File: src/rtl/riscv_wb_arbiter.sv
// Writeback arbiter: round-robin EX/MEM onto the single regfile write port,
// plus a per-register pending-write scoreboard used by decode to stall on RAW hazards.
module riscv_wb_arbiter #(
  parameter int XLEN  = 32,
  parameter int NREGS = 32
) (
  input  logic            clk_in,
  input  logic            rst_n_in,
  input  logic            ex_valid_in,
  input  logic [4:0]      ex_rd_in,
  input  logic [XLEN-1:0] ex_wd_in,
  output logic            ex_ready_out,
  input  logic            mem_valid_in,
  input  logic [4:0]      mem_rd_in,
  input  logic [XLEN-1:0] mem_wd_in,
  output logic            mem_ready_out,
  input  logic            issue_valid_in,
  input  logic [4:0]      issue_rd_in,
  input  logic [4:0]      ra_in,
  input  logic [4:0]      rb_in,
  output logic            ra_busy_out,
  output logic            rb_busy_out,
  output logic            rf_we_out,
  output logic [4:0]      rf_rd_out,
  output logic [XLEN-1:0] rf_wd_out
);

  localparam logic GRANT_EX  = 1'b0;
  localparam logic GRANT_MEM = 1'b1;

  logic             last_grant_q, last_grant_d;
  logic             rf_we_q, rf_we_d;
  logic [4:0]       rf_rd_q, rf_rd_d;
  logic [XLEN-1:0]  rf_wd_q, rf_wd_d;
  logic [NREGS-1:0] pending_q, pending_d;
  logic             ex_acc, mem_acc;

  // Grants are gated by reset so the handshakes stay quiet while held in reset.
  always_comb begin
    ex_acc  = 1'b0;
    mem_acc = 1'b0;
    if (rst_n_in) begin
      if (ex_valid_in && mem_valid_in) begin
        ex_acc  = (last_grant_q == GRANT_MEM);
        mem_acc = (last_grant_q == GRANT_EX);
      end else begin
        ex_acc  = ex_valid_in;
        mem_acc = mem_valid_in;
      end
    end
  end

  always_comb begin
    last_grant_d = last_grant_q;
    rf_we_d      = 1'b0;
    rf_rd_d      = rf_rd_q;
    rf_wd_d      = rf_wd_q;
    if (ex_acc) begin
      last_grant_d = GRANT_EX;
      rf_we_d      = (ex_rd_in != 5'd0);
      rf_rd_d      = ex_rd_in;
      rf_wd_d      = ex_wd_in;
    end else if (mem_acc) begin
      last_grant_d = GRANT_MEM;
      rf_we_d      = (mem_rd_in != 5'd0);
      rf_rd_d      = mem_rd_in;
      rf_wd_d      = mem_wd_in;
    end
  end

  // Set is applied after clear: a newly issued producer outranks the retiring one.
  always_comb begin
    pending_d = pending_q;
    if (rf_we_q) begin
      pending_d[rf_rd_q] = 1'b0;
    end
    if (issue_valid_in) begin
      pending_d[issue_rd_in] = 1'b1;
    end
    pending_d[0] = 1'b0;
  end

  always_ff @(posedge clk_in or negedge rst_n_in) begin
    if (!rst_n_in) begin
      last_grant_q <= GRANT_MEM;
      rf_we_q      <= 1'b0;
      rf_rd_q      <= '0;
      rf_wd_q      <= '0;
      pending_q    <= '0;
    end else begin
      last_grant_q <= last_grant_d;
      rf_we_q      <= rf_we_d;
      rf_rd_q      <= rf_rd_d;
      rf_wd_q      <= rf_wd_d;
      pending_q    <= pending_d;
    end
  end

  assign ex_ready_out  = ex_acc;
  assign mem_ready_out = mem_acc;
  assign ra_busy_out   = rst_n_in & pending_q[ra_in];
  assign rb_busy_out   = rst_n_in & pending_q[rb_in];
  assign rf_we_out     = rf_we_q;
  assign rf_rd_out     = rf_rd_q;
  assign rf_wd_out     = rf_wd_q;

endmodule

File: config.mk
export PLATFORM = sky130hd
export DESIGN_NAME = riscv_wb_arbiter
export DESIGN_NICKNAME = d
export VERILOG_FILES = /design/src/rtl/riscv_wb_arbiter.sv
export SDC_FILE = /design/constraint.sdc
export NUM_CORES = 1
export LEC_CHECK = 0
export ABC_AREA = 1
export CAP_MARGIN = 0
export CORE_MARGIN = 5
export CORE_UTILIZATION = 45
export DETAILED_ROUTE_END_ITERATION = 10
export GPL_TIMING_DRIVEN = 0
export HOLD_SLACK_MARGIN = 0.1
export PLACE_DENSITY = 0.91
export REMOVE_ABC_BUFFERS = 1
export SLEW_MARGIN = 20
export SYNTH_ARGS = -nofsm -noshare
export SYNTH_HDL_FRONTEND = slang
export SYNTH_SLANG_ARGS = --single-unit
export TNS_END_PERCENT = 10
File: constraint.sdc
create_clock -name clk_in -period 1.8 [get_ports clk_in]
set_input_delay 0.36 -clock clk_in [delete_from_list [all_inputs] [get_ports clk_in]]
set_output_delay 0.36 -clock clk_in [all_outputs]
set_load 0.05 [all_outputs]
# == Yosys cells after proc, flatten, opt, wreduce, memory -nomap -nowiden ==
# Cells that the tools add are included.
# word_totals
elab_cells,45
regBits,70
output_inout_bits,42
inputBits,94
# classes
n_bitwise,6
n_reduce_logical,6
order_cmp,6
mux,22
# op_table
op,count
$mux 32,4
$and 32x32->32,1
$not 32->32,1
$or 32x32->32,1
$lt 5x6->1 const B,4
$mux 1,12
$bmux 1 s5,2
$demux 1 s5,2
$ge 5x1->1 const B,2
$mux 5,2
$reduce_bool 5->1,2
$logic_and 1x1->1,3
$and 1x1->1,2
$reduce_bool 2->1,1
$not 1->1,1

# == Longest topological paths before layout ==
# Gate-level depths: netlist (run 1).
# logic_depth
word_depth,9
depth_mapped,10
depth_no_buf,9

# == Worst setup path before layout (run 1) ==
# No wires, ideal clock.
# synth_timing
path_kind,input-to-output
from,input ra_in[1]
to,output ra_busy_out
path_stages,9
required_time_ns,1.440
path_slack_ns,-0.152
path_buffers,1
arrival_time_ns,1.592
cell_sequence,buf_2 -> inv_2 -> nor2_1 -> nand2_1 -> nand3_1 -> nand3_1 -> nand2_1 -> nor2_1 -> nor2_1
# synth_via
elab_chain_cells,3
# synth_lines
element,line_no,rtl
start: declaration,19,"input logic [4:0] ra_in,"
$bmux 1 s5,101,assign ra_busy_out = rst_n_in & pending_q[ra_in];
$mux 1 (implied by the code),101,
$and 1x1->1,101,
end: declaration,21,"output logic ra_busy_out,"
# No other way between the ends. The select of a mux whose other input is x is not followed.

# == Worst setup path after layout (run 1) ==
# layout_timing
from,register pending_q[25]
to,output rb_busy_out
# layout_via
elab_chain_cells,3
# layout_lines
element,line_no,rtl
start: declaration,35,"logic [NREGS-1:0] pending_q, pending_d;"
start signal: assignment,95,pending_q <= pending_d;
$bmux 1 s5,102,assign rb_busy_out = rst_n_in & pending_q[rb_in];
$mux 1 (implied by the code),102,
$and 1x1->1,102,
end: declaration,22,"output logic rb_busy_out,"
# No other way between the ends. The select of a mux whose other input is x is not followed.

==> metrics.txt, run 1 <==
# diodes=0; distinct cell type count after synthesis=19; Die X=101 µm; DIE AREA=slightly above 0.01 mm²; TritonCTS clock tree=done; Post-Syn Instances=510; Total Routing Usage GR=0.264; Bufs on Longest Clock Path=2; Fin Setup TNS=-136 ps; CTS Buf Count=9; worst reg2reg endpoint=rf_rd_out[3]; sum of buffers and inverters on the critical path=2; Pins Over Slew Limit=0; initial antenna violation count=0; Layout Nets=about 750; CP Cell Sequence=inv_1 -> nand2_1 -> o211ai_1 -> nand2_1 -> nor2_2 -> nor2_1 -> nor2_1 -> nor2_2 -> buf_6; drt pass-1 iters=7; Hold Path Class=in -> async; Slew headroom=0.413; Post-Place Worst Slack=-1910 ps; Avg Inst Size Synth=about 7.3 µm²; Critical Path Start Type=register; worst-path fanout max=2; Max stage delay on crit path=400 ps; first-pass GRT wire length=about 21 mm; Critical Path Sink=rb_busy_out; PD cells=roughly 1100 mW/mm²; Worst Setup SP=pending_q[25]; drt total wl=between 10 and 15 mm; Placed Instance Area=0.00513 mm²; RSZ-0062 raised after global routing=true; WS Path Type=reg -> out; DR DRC count=0; DR vias=around 4,200; DR WL/cell=~17 µm; asr flop ratio synth=1.00; Synth Register Bits=70; H-tree Lvls=3; Critical Path Stages=9; CP max stage cell=dfrtp_1; Pleak=~2.6 nW; FF-to-FF setup slack=~100 ps; failing checks=hold timing, setup timing; Final Power=slightly above 6 mW; Slew @ Worst Pin=between 800 and 900 ps; Vias/cell=around 5.6; Die H=101 µm; Final period util=1.05; FF-to-FF Start=last_grant_q; Post-synth EDFFs=0; clk_skew=9.29 ps; yosys warns=0; layout cells sized above 1=0.0869; worst vdd ir=approximately 0.53 mV; vias in the first global route=4,371; fin area=roughly 0.0055 mm²; largest net degree at the start of global routing=55; status=finished, violations left; R2R depth=8; sequential fraction of the synthesis area=0.468; clock period minus worst slack=1880 ps; post-route ant nets=0; drt first-iter violations=316; row count=33; Hold Slack=-10.2 ps; Layout area overhead=46.4%; Hold Vio Cnt, Final=3; root buf cell=clkbuf_8; final setup fails=2; Final HPWL DP=9.04 mm; Worst path top cell family by delay=simple AND/OR/NAND/NOR gates; Fillers=645; remaining global-route overflow=0; Syn Std Cell Area=about 0.0037 mm²; final worst slack=-81.9 ps; worst endpoint required time=between 1000 and 1500 ps; Post-synth top flop=dfrtp_1; CP arrival=approximately 1500 ps; I/O pin count=approximately 140; Worst-path clk slew=around 80 ps; Initial Util=0.458; core footprint=about 0.0082 mm²; # clock sinks=70; max_cap viols=0; clock insertion delay at the later pin of the skew report=between 300 and 400 ps; fmax=roughly 0.53 GHz; RePlAce Congestion=0.970; cts hold-fix bufs=1; buffers added on ports=approximately 140; CP endpoint kind=output pin
-- through the flow --
stage,util,std cells
global route,0.671,761
global placement,0.624,728
floorplan,-,488
detailed placement,0.628,729
finish,0.671,761
CTS,0.668,761
-- cell type report --
type / instances / area [µm²] / area share
clock inverter: 6 / 62.6 / 0.0114
inverter: 51 / 221 / 0.0404
timing repair buffer: 146 / 1410 / 0.257
multi-input combinational: 370 / 1750 / 0.319
sequential: 70 / 1750 / 0.320
clock buffer: 10 / 128 / 0.0233
timing repair inverter: 3 / 26.3 / 0.00479
tap: 105 / 131 / 0.0240
-- cell usage after synthesis, types with 2 or more instances --
library cell,n,area (µm²)
nand2_1,141,529
nand3_1,129,646
dfrtp_1,69,1730
o21ai_0,66,330
inv_1,45,169
nor2_1,16,60.1
buf_2,14,70.1
inv_2,6,22.5
o211ai_1,6,45.0
buf_4,4,30.0
o221ai_1,4,35.0
a21oi_1,2,10.0
clkbuf_1,2,7.51
-- logic make-up after synthesis --
kind of cell,Yosys count,synth area share
flops,70,0.468
simple gates,289,0.336
compound gates,78,0.112
buf+inv,73,0.0839
-- worst min-delay path by stage --
stage,endpoint,slack (ps),cells after the start,start
floorplan,pending_q[10],60,0,rst_n_in
global placement,pending_q[9],490,2,pending_q[9]
detailed placement,pending_q[6],280,1,rst_n_in
CTS,pending_q[21],-10,2,rst_n_in
global route,rf_wd_out[13],-10,2,rst_n_in
finish,pending_q[23],-10,2,rst_n_in
-- power by group --
part / switching (mW) / total, mW / internal (mW)
Sequential: 0.347 / 2.43 / 2.08
Combinational: 1.65 / 2.50 / 0.847
Clock: 0.593 / 1.23 / 0.638
-- timing repair --
item,in CTS,in global routing
cloned,6,0
endpoints found under the hold margin,21,48
resized for setup,110,10
setup buffers,9,0
pin swaps,13,5
endpoints found under the setup margin,81,8
-- routing by layer --
layer,part of all wire,vias up,track usage
met3,0.11,32,0.0764
met4,0.023,0,0.0971
met1,0.37,1926,0.314
li1,-,1987,-
met5,0,-,0
met2,0.50,281,0.455
-- flip-flops by register name, summed over array words and instances, names as in the netlist --
signal	cells
rf_rd_out	5
rf_we_out	1
rf_wd_out	32
pending_q	31
last_grant_q	1
-- placed cells by master (no fill, tap or decap), drive strengths merged --
cell type,n
dfstp,1
o221ai,4
nand4,1
nand3,133
bufinv,1
a21oi,2
clkdlybuf4s50,84
dfrtp,69
clkinv,5
nand2,141
o211ai,6
dlygate4sd2,42
nor2,16
inv,54
clkbuf,10
buf,19
o21ai,66
dlygate4sd3,1
nor4,1
(Power assumes the default switching activity.)
==> inputs of run 2 (changes only) <==
Settings changed: CORE_UTILIZATION 45 to 35, PLACE_DENSITY 0.91 to 0.75.
==> run 2 against run 1 <==
The flow finishes with violations (setup timing). Register-to-register slack better by 60 ps. Final cell count up 3.9%. Clock power shrank 9%. Non-clock buffer count increased by 3. First-iteration DRC count decreased by 3.8%. Combinational power about the same. Critical path depth unchanged. Critical endpoint is now ra_busy_out. Largest cell class unchanged. Highest routed layer unchanged.
==> metrics.txt, run 2 (synthesized netlist as in run 1, its figures left out) <==
status=finished, violations left (unchanged); failing checks=setup timing (was hold timing, setup timing); clock period minus worst slack=1910 ps (was 1880 ps); CP max stage cell=dfrtp_1 (unchanged); WS Path Type=reg -> out (unchanged); RePlAce Congestion=0.917 (was 0.970); R2R depth=7 (was 8); root buf cell=clkbuf_8 (unchanged); remaining global-route overflow=0 (unchanged); CP Cell Sequence=inv_1 -> nand2_1 -> nand3_1 -> nand3_1 -> nand3_1 -> nand2_1 -> nor2_1 -> nor2_2 -> buf_6 (was inv_1 -> nand2_1 -> o211ai_1 -> nand2_1 -> nor2_2 -> nor2_1 -> nor2_1 -> nor2_2 -> buf_6); Final period util=1.06 (was 1.05); Fillers=963 (was 645); Die X=113 µm (was 101 µm); Final HPWL DP=9.12 mm (was 9.04 mm); Total Routing Usage GR=0.205 (was 0.264); final worst slack=-110 ps (was -81.9 ps); DR DRC count=0 (unchanged); commonest non-fill, non-tap cells in the layout=nand2_1 (139), nand3_1 (128), clkdlybuf4s50_1 (84) (was nand2_1 (138), nand3_1 (128), clkdlybuf4s50_1 (84)); Worst path top cell family by delay=simple AND/OR/NAND/NOR gates (unchanged); row count=37 (was 33); Pins Over Slew Limit=0 (unchanged); Max stage delay on crit path=400 ps (about the same); largest net degree at the start of global routing=40 (was 55); Layout Nets=744 (was 745); Largest register FFs=32 (unchanged); DIE AREA=0.0129 mm² (was 0.0102 mm²); area of the multi-input gates=0.00172 mm² (was 0.00175 mm²); fmax=0.524 GHz (was 0.531 GHz); final setup fails=3 (was 2); Layout area overhead=49.4% (was 46.4%); Worst-path clk slew=80 ps (about the same); Critical Path Start Type=register (unchanged); core footprint=0.0104 mm² (was 0.00818 mm²); Bufs on Longest Clock Path=2 (unchanged); worst min-delay path startpoint=rf_wd_out[23]; Slew headroom=0.575 (was 0.413); Vias/cell=5.23 (was 5.55); Worst Hold Endpoint=rf_wd_out[23]; DR WL/cell=16.2 µm (was 17.2 µm); worst-path fanout max=2 (unchanged); commonest non-fill, non-tap cell in the layout=nand2_1 (unchanged); PD cells=1080 mW/mm² (was 1120 mW/mm²); Initial Util=0.361 (was 0.458); hold path cells=2; worst endpoint required time=1440 ps (about the same); max_cap viols=0 (unchanged); TritonCTS clock tree=done (unchanged); Finished Layout Cells=791 (was 761); clock insertion delay at the later pin of the skew report=360 ps (was 340 ps); worst reg2reg endpoint=rf_rd_out[3] (unchanged); Hold Path Class=reg -> reg (was in -> async); initial antenna violation count=0 (unchanged); vias in the first global route=4,274 (was 4,371); Slew @ Worst Pin=635 ps (was 878 ps); sum of buffers and inverters on the critical path=2 (unchanged); post-route ant nets=0 (unchanged); CP endpoint kind=output pin (unchanged); Pleak=2.63 nW (was 2.59 nW); first-pass GRT wire length=21.2 mm (about the same); # clock sinks=70 (unchanged); Die H=113 µm (was 101 µm); drt total wl=12.8 mm (was 13.1 mm); layout cells sized above 1=0.0763 (was 0.0869); Worst Setup SP=pending_q[29] (was pending_q[25]); Post-Place Worst Slack=-2070 ps (was -1910 ps); buffers added on ports=135 (unchanged); H-tree Lvls=3 (unchanged); register area=0.00175 mm² (unchanged); worst vdd ir=0.545 mV (was 0.532 mV); DR vias=4,136 (was 4,226); cell mode on critical path=nand3_1; CTS Buf Count=9 (unchanged); clk_skew=11.8 ps (was 9.29 ps); RSZ-0062 raised after global routing=true (unchanged); Cells after DPL=761 (was 729); I/O pin count=136 (unchanged); drt pass-1 iters=5 (was 7); FF-to-FF setup slack=160 ps (was 100 ps); CP arrival=1550 ps (was 1520 ps); drt first-iter violations=304 (was 316); Hold Vio Cnt, Final=0 (was 3); # diodes=0 (unchanged); FF-to-FF Start=last_grant_q (unchanged)
## run 2: timing repair
item | 4_1_cts | 5_1_grt
hold buffers | 6 | 0
pin swaps | 3 | 2
hold endpoints to repair | 39 | 0
endpoints found under the setup margin | 81 | 4
gates resized for setup | 112 | 3
setup buffers | 4 | 0
cloned | 4 | 0
## run 2: how the worst max path moves through the flow
stage	to	slack (ps)	cells after the start
global route	ra_busy_out	-240	9
detailed placement	ex_ready_out	-2070	5
floorplan	rf_we_out	-430	5
CTS	rb_busy_out	-90	9
global placement	mem_ready_out	-5900	4
finish	ra_busy_out	-110	9
## run 2: power breakdown
| group | internal (mW) | total [mW] | switching, mW |
|---|---|---|---|
| clock network | 0.500 | 1.12 | 0.622 |
| registers | 2.08 | 2.43 | 0.348 |
| logic | 0.849 | 2.47 | 1.62 |
| total | 3.43 | 6.02 | 2.59 |
## run 2: metrics by stage
stage	hold slack [ps]	setup TNS, ps	power, mW	cell area (µm²)	util
2_1_floorplan	64.4	-12160	3.90	3620	-
3_5_place_dp	388	-48700	4.93	5190	0.500
4_1_cts	510	-220	6.04	5580	0.538
5_1_grt	533	-590	6.44	5590	0.539
6_report	503	-231	6.02	5590	0.539
3_3_place_gp	490	-350690	4.84	5140	0.496
## run 2: per-layer routing
metal / GRT usage / wire length, µm / up-vias
met2: 0.332 / 5980 / 213
met3: 0.0801 / 1360 / 29
li1: - / - / 1983
met5: 0 / 0 / -
met1: 0.245 / 5200 / 1911
met4: 0.0809 / 295 / 0
## run 2: cell type report
cell class,count,share of cell area
Inverter,51,0.0398
Clock inverter,7,0.00895
Sequential cell,70,0.313
Timing Repair inverter,1,0.00157
Clock buffer,9,0.0221
Timing Repair Buffer,149,0.276
Multi-Input combinational cell,368,0.308
Tap cell,136,0.0304
## run 2: worst register-to-register path, stage by stage (launching register included)
cell and delay (ps):
dfstp_2 560, inv_2 50, nand2_4 80, nand3_4 120, buf_4 200, buf_4 200
nand2_1 170, o221ai_1 130
==> inputs of run 3 (changes only) <==
Settings changed: CAP_MARGIN 0 to 20.
==> results of run 3 <==
The final DEF is identical to that of run 2; final timing and power are the same.
